`config.mk`:
```
export PLATFORM = sky130hd
export DESIGN_NAME = adder_pipe_top
export DESIGN_NICKNAME = d
export VERILOG_FILES = /design/src/rtl/adder_pipe_top.sv
export SDC_FILE = /design/constraint.sdc
export NUM_CORES = 1
export LEC_CHECK = 0
export BUFFER_PORTS_ARGS = -buffer_cell sky130_fd_sc_hd__buf_2
export CAP_MARGIN = 20
export CORE_MARGIN = 2
export CORE_UTILIZATION = 25
export CTS_BUF_LIST = sky130_fd_sc_hd__clkbuf_8
export DETAILED_ROUTE_END_ITERATION = 6
export GPL_TIMING_DRIVEN = 1
export PLACE_DENSITY = 0.38
export SLEW_MARGIN = 20
export SYNTH_ARGS = -nofsm -noshare
export SYNTH_HDL_FRONTEND = slang
export SYNTH_SLANG_ARGS = --single-unit
export TNS_END_PERCENT = 1
```
`constraint.sdc`:
```
create_clock -name clk -period 1.97 [get_ports clk]
set_input_delay 0.197 -clock clk [delete_from_list [all_inputs] [get_ports clk]]
set_output_delay 0.197 -clock clk [all_outputs]
set_load 0.03 [all_outputs]
```
`src/rtl/adder_pipe_top.sv`:
```
// adder_pipe_top
//   Pipelined WIDTH-bit adder/subtractor. The carry chain is cut into STAGES
//   segments of SEG = ceil(WIDTH/STAGES) bits. Each stage adds one segment with
//   the carry registered by the stage before it. Operand bits that are still
//   needed and sum bits that are already done travel along in skew registers.
//   One global enable (adv) moves the whole pipeline forward, so a stalled
//   output freezes every stage.
//
// Ports
//   clk, rst_n             rising-edge clock, asynchronous active-low reset
//   in_valid / in_ready    operand beat handshake (in_ready = adv)
//   a, b, op, cin          operands; op=1 computes a-b (cin is ignored)
//   out_valid / out_ready  result handshake
//   sum[WIDTH:0]           result; MSB is carry-out, or no-borrow in subtract
//   beat_count[31:0]       results consumed, wraps at 2^32
module adder_pipe_top #(
    parameter int WIDTH  = 32,
    parameter int STAGES = 4
) (
    input  logic             clk,
    input  logic             rst_n,
    input  logic             in_valid,
    output logic             in_ready,
    input  logic [WIDTH-1:0] a,
    input  logic [WIDTH-1:0] b,
    input  logic             op,
    input  logic             cin,
    output logic             out_valid,
    input  logic             out_ready,
    output logic [WIDTH:0]   sum,
    output logic [31:0]      beat_count
);

    localparam int SEG = (WIDTH + STAGES - 1) / STAGES;

    // Operands are only needed up to the last adding stage, so stage STAGES has
    // no operand skew registers. r_s[0] is the (empty) partial sum entering
    // stage 1 and stays zero.
    logic [WIDTH-1:0] r_a [0:STAGES-1];
    logic [WIDTH-1:0] r_b [0:STAGES-1];
    logic [WIDTH-1:0] r_s [0:STAGES];
    logic [STAGES:0]  r_c;
    logic [STAGES:0]  r_vld_pipe;
    logic [31:0]      r_beat;

    logic [WIDTH-1:0] w_s_nxt [1:STAGES];
    logic [STAGES:1]  w_c_nxt;
    logic             w_adv;

    // Adds segment k-1 of fa+fb+fc and merges it into partial sum fs.
    // Masked operands are below 2^hi and the carry-in sits at 2^lo, so the
    // segment's carry-out lands exactly on bit hi of the WIDTH+1 result.
    // An empty segment (lo >= WIDTH) passes sum and carry through.
    function automatic logic [WIDTH:0] seg_add(
        input logic [WIDTH-1:0] fa,
        input logic [WIDTH-1:0] fb,
        input logic [WIDTH-1:0] fs,
        input logic             fc,
        input int               k
    );
        logic [WIDTH:0] one;
        logic [WIDTH:0] m;
        logic [WIDTH:0] t;
        int             lo;
        int             hi;
        lo  = (k - 1) * SEG;
        hi  = (k * SEG > WIDTH) ? WIDTH : k * SEG;
        one = {{WIDTH{1'b0}}, 1'b1};
        if (lo >= WIDTH) begin
            seg_add = {fc, fs};
        end else begin
            m = (one << hi) - (one << lo);
            t = ({1'b0, fa} & m) + ({1'b0, fb} & m) + ({{WIDTH{1'b0}}, fc} << lo);
            seg_add = {t[hi], (fs & ~m[WIDTH-1:0]) | (t[WIDTH-1:0] & m[WIDTH-1:0])};
        end
    endfunction

    always_comb begin
        for (int k = 1; k <= STAGES; k++) begin
            {w_c_nxt[k], w_s_nxt[k]} = seg_add(r_a[k-1], r_b[k-1], r_s[k-1], r_c[k-1], k);
        end
    end

    assign w_adv      = !r_vld_pipe[STAGES] | out_ready;
    assign in_ready   = w_adv;
    assign out_valid  = r_vld_pipe[STAGES];
    assign sum        = {r_c[STAGES], r_s[STAGES]};
    assign beat_count = r_beat;

    always_ff @(posedge clk or negedge rst_n) begin
        if (!rst_n) begin
            r_vld_pipe <= '0;
            r_c        <= '0;
            for (int k = 0; k < STAGES; k++) begin
                r_a[k] <= '0;
                r_b[k] <= '0;
            end
            for (int k = 0; k <= STAGES; k++) begin
                r_s[k] <= '0;
            end
        end else if (w_adv) begin
            // Bubbles still load data; only the valid bit marks the slot empty.
            r_vld_pipe <= {r_vld_pipe[STAGES-1:0], in_valid};
            r_a[0]     <= a;
            r_b[0]     <= op ? ~b : b;
            r_c[0]     <= op | cin;
            r_s[0]     <= '0;
            for (int k = 1; k < STAGES; k++) begin
                r_a[k] <= r_a[k-1];
                r_b[k] <= r_b[k-1];
            end
            for (int k = 1; k <= STAGES; k++) begin
                r_s[k] <= w_s_nxt[k];
                r_c[k] <= w_c_nxt[k];
            end
        end
    end

    always_ff @(posedge clk or negedge rst_n) begin
        if (!rst_n) begin
            r_beat <= '0;
        end else if (out_valid && out_ready) begin
            r_beat <= r_beat + 32'd1;
        end
    end

endmodule

```
==> out/qor.yml, run 1 <==
status: "complete, but fails checks"
violations: "negative setup slack"
r2r_slack_ps: -90
drt-vias-per-instance: 4.10
clk-insertion-delay-late_ps: 640
grt_usage_pct: 12.5
via_count: 9388
core_area_sq_mm: 0.0500
ys_ff_latch: 282
fin_hold_ws_ps: 142
antenna_found_initial: 1
final_common_cell: "nand2_1"
grt_pass1_vias: 9786
synth_warnings: 0
p_leak_uw: 0.00814
async_flop_share_pct: 100
syn_inst: 1355
synthDominantCellAreaShare_pct: 56.0
switching_power_uw: 9930
hold_path_class: "primary input to register"
fillers: 5285
final_antenna_net_count: 0
max_slew.worst_pin.slew_ps: 587
core.rowCount: 82
antenna_cells: 0
fp.dieArea_sq_mm: 0.0522
clk_pin_slew_ps: 60
gp_congestion: 0.767
cts.sinks: 282
worst_slack_ps: -85.7
cts-root-buf: "clkbuf_8"
cts_made_buffers: 54
synth_edf_count: 0
power.density_mw_per_mm2: 1580
die_h_microns: 229
mostFrequentLayoutCells: "nand2_1 (609), dfrtp_1 (282), buf_2 (134)"
synthesis.area_sq_mm: 0.0126
maxSlewViolCount: 0
drtIter0Drc: 422
h-tree-depth: 2
cp.required_ps: 2460
synth_nets: 1483
post-route-period-util_pct: 104
fmaxAchievable_mhz: 486
synthToLayoutAreaGrowth_pct: 29.2
drc: 0
die_w_microns: 229
fin_nets: 1703
p_int_uw: 15700
clockBufferDepth: 3
synth_top_area_cell: "dfrtp_1"
fin_skew_ps: 27.7
startpoint_type: "register"
start_util_pct: 25.2
cts_tree: "yes"
synth_cell_type_count: 39
finalSetupViolCount: 7
dpl.hpwl_mm: 21.0
wl_mm: 31.8
synthTopCellsByArea: "dfrtp_1 (56%), nand2_1 (18%), ha_1 (5.0%)"
top_level_ports: 137
rsz0062_at_grt: "true"
drive_gt1_share_pct: 19.5
crit_path_end_kind: "register"
ir_drop_uv: 510
pwr-share-clk_pct: 22.6
p_sw_share_pct: 38.7
p_comb_share_pct: 40.3
grt_pass1_wl_mm: 53.1
grt_overflow_total: 0
crit_type: "register to register"
postSynthAreaPerCell_sq_um: 9.31
cap_viol_max_count: 0
final.min_clock_period_ps: 2060
maxSlewHeadroom_pct: 60.8
cp_max_fo: 2
cp.arrival_ps: 2540
io_buffer_count: 136
drtPass1Iterations: 4
synthFlopType: "dfrtp_1"
hold_viol: 0
avgRoutedWirePerCell_microns: 13.9
synth-seq-area-share_pct: 56.0
p_seq_share_pct: 37.1
finalSetupTns_ps: -424
grt_max_degree: 114
[sequential cells by signal, indices dropped and copies added, names as in the netlist]
register	cells
sum	32
beat_count	32
r_s	48
r_b	80
r_vld_pipe	5
r_a	80
r_c	5
[kinds of logic (layout without fill, tap and decap cells)]
logic type,Yosys count,count (layout),share of synthesized area (%)
simple gates,693,693,22.0
compound gates,129,129,5.87
fa+ha+maj,58,58,6.23
flops,282,282,56.0
buf+inv,117,378,4.61
xor+xnor,76,76,5.28
[cell type report]
class                           count  area [sq um]  share of cell area [%]
Inverter                           24          95.1                   0.584
Tap cell                          672           841                    5.16
Clock inverter                     29           158                   0.968
Multi-Input combinational cell    956          5210                    32.0
Sequential cell                   282          7060                    43.3
Timing Repair Buffer              257          1990                    12.2
Clock buffer                       68           936                    5.75
[metrics by stage]
step	setup slack [ps]	cells	total power, uW	cell area, sq um	util, %
after detailed placement	-198	2120	19200	14200	28.5
after floorplan	-63.9	1355	16200	12600	-
final	-85.7	2288	25700	16300	32.6
after CTS	-136	2288	26000	16200	32.4
after global routing	-243	2288	28100	16300	32.6
after global placement	-190	2120	19100	14200	28.5
[critical path, stage by stage (launching register included)]
cell and delay, ps:
dfrtp_1 330, inv_2 50, fa_2 380, inv_2 70
ha_4 120, inv_2 30, fa_2 340, nor2b_2 140
o31a_1 190, o21ai_2 70, nand4b_1 110, o311ai_2 100
[layer usage]
metal | up-vias | wire [microns] | track usage, % | part of all wire (%)
met5 | - | 16 | 0 | 0.050
met4 | 2 | 665 | 3.64 | 2.1
met3 | 60 | 1520 | 3.19 | 4.8
met2 | 151 | 13500 | 18.5 | 42
met1 | 4420 | 16100 | 18.0 | 51
li1 | 4755 | - | - | -
[power by group through the flow]
| stage | registers (uW) | logic (uW) | clock network (uW) |
|---|---|---|---|
| after floorplan | 9300 | 6910 | 0 |
| after global placement | 9560 | 9580 | 0 |
| after detailed placement | 9620 | 9600 | 0 |
| after CTS | 9540 | 10300 | 6120 |
| after global routing | 9840 | 11900 | 6410 |
| final | 9510 | 10300 | 5810 |
[final timing paths]
path	start	to	cells past startpoint
hold / removal	op	r_b[114]$_DFFE_PN0P_	4
min in group asynchronous	rst_n	r_a[111]$_DFFE_PN0P_	2
setup / recovery	r_a[72]$_DFFE_PN0P_	r_s[79]$_DFFE_PN0P_	11
hold reg to reg	sum[13]$_DFFE_PN0P_	sum[13]$_DFFE_PN0P_	2
setup reg to reg	r_a[72]$_DFFE_PN0P_	r_s[79]$_DFFE_PN0P_	11
max in group asynchronous	rst_n	r_b[113]$_DFFE_PN0P_	3
[synth_stat cells, types with 5 or more instances]
master,n
nand4_1,11
dfrtp_1,282
xnor2_1,61
inv_1,24
nor2_1,25
a21o_1,7
fa_1,8
xor2_1,15
nor3_1,11
nand3_1,10
nand2_1,609
clkbuf_1,43
ha_1,50
buf_4,33
a211oi_1,11
buf_2,15
a21oi_1,19
nor2b_1,5
o21ai_0,73
[what timing repair did]
item,CTS,global route
setup endpoints to repair,19,19
buffers inserted,2,0
pin swaps,17,18
cloned,1,0
hold buffers,68,0
hold endpoints to repair,324,0
resized for setup,34,14
(Power assumes the default switching activity.)
==> run 2, diff against run 1 <==
Settings changed: CORE_ASPECT_RATIO from default to 1.25.
==> out/qor.yml, run 2 (synthesis results as in run 1) <==
p_seq_share_pct: 37.9  # +0.8 points
top_level_ports: 137  # unchanged
grt_pass1_vias: 9699  # -0.89%
cp.arrival_ps: 2560  # +20 ps
final_common_cell: "nand2_1"
worst_slack_ps: -88.1  # -2.35 ps
cts_tree: "yes"
power.density_mw_per_mm2: 1560  # -0.93%
final_antenna_net_count: 0  # unchanged
startpoint_type: "register"
die_h_microns: 255  # +12%
cts.sinks: 282  # unchanged
h-tree-depth: 2  # unchanged
cts_made_buffers: 51  # -5.6%
grt_overflow_total: 0  # unchanged
fillers: 5442  # +3.0%
clk-insertion-delay-late_ps: 620  # -20 ps
hold_viol: 0  # unchanged
antenna_found_initial: 1  # unchanged
largestRegisters: "r_a: 80 flops, r_b: 80 flops, r_s: 48 flops"
crit_path_end_kind: "register"
fin_cells: 2263  # -1.1%
start_util_pct: 25.1  # -0.11 points
wl_met2_mm: 14.5  # +7.3%
fin_nets: 1696  # -0.41%
io_buffer_count: 136  # unchanged
ir_drop_uv: 526  # +3.3%
drtIter0Drc: 457  # +8.3%
rsz0062_at_grt: "true"
p_sw_share_pct: 39.0  # +0.29 points
clockBufferDepth: 3  # unchanged
drt-vias-per-instance: 4.15  # +1.1%
fmaxAchievable_mhz: 486  # -0.11%
cap_viol_max_count: 0  # unchanged
fin_skew_ps: 34.6  # +6.94 ps
post-route-period-util_pct: 104  # +0.12 points
dpl.hpwl_mm: 20.8  # -0.91%
drive_gt1_share_pct: 18.6  # -0.85 points
wl_met3_mm: 1.04  # -32%
finalSetupViolCount: 7  # unchanged
max_slew.worst_pin.slew_ps: 512  # -75.7 ps
maxSlewHeadroom_pct: 65.9  # +5.0 points
wl_mm: 31.0  # -2.5%
violations: "negative setup slack"
grt_usage_pct: 12.1  # -0.39 points
drtPass1Iterations: 4  # unchanged
cp_max_fo: 2  # unchanged
cp.required_ps: 2470  # about the same
die_w_microns: 205  # -10%
synthToLayoutAreaGrowth_pct: 27.0
fp.dieArea_sq_mm: 0.0523  # about the same
cts-root-buf: "clkbuf_8"
finalSetupTns_ps: -429  # -5.72 ps
dp_cells: 2100  # -0.94%
core_area_sq_mm: 0.0502  # +0.45%
drc: 0  # unchanged
status: "complete, but fails checks"
core.rowCount: 92  # +12%
p_int_uw: 15200  # -3.1%
gp_congestion: 0.758  # -1.2%
clk_pin_slew_ps: 60  # about the same
met1Wirelength_mm: 14.5  # -9.5%
switching_power_uw: 9750  # -1.9%
avgRoutedWirePerCell_microns: 13.7  # -1.5%
grt_max_degree: 105  # -7.9%
final.min_clock_period_ps: 2060  # +2.35 ps
dr.max_layer_used: "met4"
crit_type: "register to register"
p_comb_share_pct: 40.1  # -0.2 points
mostFrequentLayoutCells: "nand2_1 (609), dfrtp_1 (282), buf_2 (135)"
pwr-share-clk_pct: 22.0  # -0.6 points
maxSlewViolCount: 0  # unchanged
via_count: 9386  # -0.021%
hold_path_class: "primary input to register"
grt_pass1_wl_mm: 50.9  # -4.2%
p_leak_uw: 0.00803  # -1.4%
==> run 2: changes by cell type in the layout (fill, tap and decap cells not counted), sizes merged, moves of 3 or more <==
cell    change
clkinv      +3
inv         -7
clkbuf      -5
buf         -4
==> run 2: critical path, cell delays in order (launching register included) <==
cell and delay (ps):
dfrtp_1 340, inv_2 50, fa_2 380, inv_2 70, ha_4 130, inv_2 30
fa_2 340, nor2b_2 150, o31a_1 160, o21ai_1 80, o311ai_1 240
==> run 2: final timing paths <==
path	startpoint	slack, ps	cells after the start	end
worst min register to register	r_s[35]$_DFFE_PN0P_	460	2	sum[3]$_DFFE_PN0P_
min in group asynchronous	rst_n	110	2	sum[4]$_DFFE_PN0P_
worst min-delay path	op	80	3	r_b[107]$_DFFE_PN0P_
max in group asynchronous	rst_n	1140	3	r_s[66]$_DFFE_PN0P_
worst max register to register	r_a[24]$_DFFE_PN0P_	-90	10	sum[31]$_DFFE_PN0P_
worst max-delay path	r_a[24]$_DFFE_PN0P_	-90	10	sum[31]$_DFFE_PN0P_
==> run 2: power groups by stage <==
stage / combinational (uW) / sequential (uW) / clock [uW]
final: 10000 / 9480 / 5500
after global routing: 11500 / 9820 / 6010
after detailed placement: 9510 / 9610 / 0
after global placement: 9510 / 9570 / 0
after floorplan: 6910 / 9300 / 0
after CTS: 10100 / 9540 / 5800
==> run 2: through the flow <==
step | area (sq um) | hold slack [ps] | setup WS [ps] | util, % | total power (uW)
2_1_floorplan | 12600 | -98.6 | -63.9 | - | 16200
3_3_place_gp | 14100 | 172 | -217 | 28.2 | 19100
3_5_place_dp | 14100 | 176 | -238 | 28.2 | 19100
4_1_cts | 16000 | 27.1 | -134 | 31.8 | 25500
5_1_grt | 16000 | 65.1 | -242 | 31.9 | 27300
6_report | 16000 | 78.4 | -88.1 | 31.9 | 25000
==> run 2: repair_timing <==
item / CTS / global route
hold buffers: 69 / 0
endpoints found under the setup margin: 17 / 16
setup buffers: 4 / 0
resized for setup: 26 / 7
hold endpoints to repair: 350 / 0
pin swaps: 20 / 7
==> run 2: layer usage <==
| layer | global-route usage, % | vias up |
|---|---|---|
| met4 | 4.58 | 0 |
| li1 | - | 4727 |
| met5 | 0 | - |
| met3 | 2.36 | 59 |
| met1 | 15.7 | 4458 |
| met2 | 20.1 | 142 |
==> run 2: area by class of cell <==
type / count / area (sq um) / area share, %
flip-flops and latches: 282 / 7060 / 44.1
multi-input cells: 956 / 5150 / 32.2
repair buffers: 253 / 1880 / 11.7
clock buffers: 63 / 867 / 5.42
well taps: 658 / 823 / 5.14
clock inverters: 26 / 134 / 0.836
inverters: 24 / 95.1 / 0.594
diodes: 1 / 2.50 / 0.0156
==> run 3, diff against run 2 <==
Settings changed: ABC_AREA from default to 1.
==> out/qor.yml, run 3 <==
maxSlewHeadroom_pct: 67.9  # +2.0 points
final_cell_area_sq_mm: 0.0163  # +1.7%
seqCellArea_sq_mm: 0.00706  # unchanged
synthDominantCellAreaShare_pct: 53.9  # -2.1 points
maxSlewViolCount: 0  # unchanged
synth-seq-area-share_pct: 53.9  # -2.1 points
post-route-period-util_pct: 100  # -4.4 points
fp.dieArea_sq_mm: 0.0542  # +3.8%
dpl.hpwl_mm: 21.5  # +3.6%
final_common_cell: "nand2_1"
fin_skew_ps: 22.6  # -12.0 ps
mostFrequentLayoutCells: "nand2_1 (539), dfrtp_1 (282), inv_1 (148)"
grt_max_degree: 101  # -3.8%
drive_gt1_share_pct: 16.9  # -1.7 points
cts.sinks: 282  # unchanged
core.rowCount: 93  # +1.1%
drtIter0Drc: 510  # +12%
drc: 0  # unchanged
grt_usage_pct: 12.2  # +0.021 points
synth_edf_count: 0  # unchanged
die_w_microns: 209  # +1.9%
ys_ff_latch: 282  # unchanged
start_util_pct: 25.3  # +0.22 points
fmaxAchievable_mhz: 507  # +4.4%
h-tree-depth: 2  # unchanged
hold_viol: 0  # unchanged
synth_top_area_cell: "dfrtp_1"
grt_pass1_vias: 9978  # +2.9%
cp.required_ps: 2480  # about the same
avgRoutedWirePerCell_microns: 13.5  # -1.3%
startpoint_type: "register"
synth_warnings: 0  # unchanged
crit_type: "register to register"
cts_made_buffers: 51  # unchanged
grt_pass1_wl_mm: 52.7  # +3.5%
synth_most_common_cell: "nand2_1"
die_h_microns: 260  # +1.9%
finalPower_uw: 24500  # -1.8%
antenna_found_initial: 2  # +1
rsz0062_at_grt: "true"
dp_slack_ps: -199  # +39.2 ps
synthFlopType: "dfrtp_1"
synthTopCellsByArea: "dfrtp_1 (54%), nand2_1 (15%), o21ai_0 (5.5%)"
worst_slack_ps: -2.09  # +86.0 ps
cp.arrival_ps: 2480  # -80 ps
async_flop_share_pct: 100  # unchanged
final.min_clock_period_ps: 1970  # -86.0 ps
place_area_sq_mm: 0.0144  # +2.0%
ir_drop_uv: 429  # -18%
grt_overflow_total: 0  # unchanged
hold_path_class: "primary input to register"
clk-insertion-delay-late_ps: 620  # about the same
crit_path_end_kind: "register"
synthToLayoutAreaGrowth_pct: 24.3
gp_congestion: 0.801  # +5.7%
syn_inst: 1485  # +9.6%
fin_nets: 1809  # +6.7%
wl_mm: 32.2  # +4.0%
p_leak_uw: 0.00823  # +2.5%
cap_viol_max_count: 0  # unchanged
finalSetupViolCount: 1  # -6
postSynthAreaPerCell_sq_um: 8.82  # -5.2%
synthesis.area_sq_mm: 0.0131  # +3.9%
synth_nets: 1613  # +8.8%
clockBufferDepth: 3  # unchanged
synthTopCellsByCount: "nand2_1 (539), dfrtp_1 (282), inv_1 (144), o21ai_0 (144), ha_1 (50)"
cp_max_fo: 3  # +1
synth_cell_type_count: 30  # -23%
clk_pin_slew_ps: 60  # about the same
cts_tree: "yes"
drt-vias-per-instance: 4.10  # -1.2%
power.density_mw_per_mm2: 1510  # -3.4%
fillers: 5546  # +1.9%
via_count: 9767  # +4.1%
status: "complete, but fails checks"
multi_input_area_sq_mm: 0.00502  # -2.6%
violations: "negative setup slack"
largestRegisters: "r_a: 80 flops, r_b: 80 flops, r_s: 48 flops"
core_area_sq_mm: 0.0517  # +2.9%
io_buffer_count: 136  # unchanged
finalSetupTns_ps: -2.09  # +427 ps
max_slew.worst_pin.slew_ps: 481  # -30.4 ps
cts-root-buf: "clkbuf_8"
top_level_ports: 137  # unchanged
final_antenna_net_count: 0  # unchanged
drtPass1Iterations: 4  # unchanged
[run 3: cell types whose count changed in the layout (fill, tap and decap cells not counted), sizes merged, moves of 11 or more]
cell / delta
nand3: +31
buf: -18
xnor2: -16
nor2: +23
o21ai: +93
a211oi: -11
inv: +120
nand2: -63
[run 3: worst paths after layout]
path	startpoint	end	slack (ps)	cells past startpoint
min in group asynchronous	rst_n	r_a[63]$_DFFE_PN0P_	140	2
setup / recovery	r_c[3]$_DFFE_PN0P_	sum[31]$_DFFE_PN0P_	-2	12
hold reg to reg	r_vld_pipe[3]$_DFFE_PN0P_	r_vld_pipe[4]$_DFFE_PN0P_	440	2
setup reg to reg	r_c[3]$_DFFE_PN0P_	sum[31]$_DFFE_PN0P_	-2	12
hold / removal	op	r_b[111]$_DFFE_PN0P_	110	3
max in group asynchronous	rst_n	r_b[104]$_DFFE_PN0P_	1070	3
[run 3: what timing repair did]
item,in CTS,in global routing
pin swaps,7,12
hold buffers,68,0
buffers inserted,1,4
gates resized for setup,10,21
endpoints found under the setup margin,12,12
endpoints found under the hold margin,347,0
[run 3: layer usage]
layer / part of all wire (%) / GRT usage [%] / up-vias
met5: 0 / 0 / -
met4: 3.3 / 5.48 / 0
met3: 3.5 / 2.08 / 63
met2: 47 / 20.2 / 159
met1: 46 / 15.5 / 4528
li1: - / - / 5017
[run 3: cell families (layout without fill, tap and decap cells)]
logic type	Yosys count	count (layout)	share of synthesized area, %
flip-flops	282	282	53.9
AND/OR/NAND/NOR	659	659	20.5
AO/OA/AOI/OAI	188	188	7.24
adder cells (fa/ha/maj)	58	58	6.00
XOR/XNOR	60	60	4.01
buffers and inverters	238	470	8.30
other	0	2	0
[run 3: power by group]
group          total [uW]  internal [uW]  switching, uW
combinational        9390           3560           5830
sequential           9380           8150           1230
clock                5780           3240           2540
[run 3: layout make-up]
cell class                      instances  share of cell area, %
Antenna cell                            2                 0.0307
Inverter                              147                   3.44
Timing Repair Buffer                  234                   10.7
Clock buffer                           66                   5.58
Clock inverter                         23                  0.938
Sequential cell                       282                   43.3
Tap cell                              665                   5.11
Multi-Input combinational cell        965                   30.8
[run 3: critical path, cell delays in order (launching register included)]
cell and delay, ps:
dfrtp_1 370, inv_2 50, fa_2 390, inv_2 70, ha_4 120, inv_2 30, fa_2 350, o21ai_2 180
nand2_1 90, nand2_1 60, nand2_1 40, nand3_1 60, nand2_1 50
[run 3: stage by stage]
stage / util (%) / hold slack (ps) / instances
detailed placement: 27.9 / 176 / 2220
finish: 31.5 / 113 / 2384
global route: 31.5 / 136 / 2384
CTS: 31.4 / 50.4 / 2378
global placement: 27.9 / 183 / 2220
floorplan: - / -98.6 / 1485
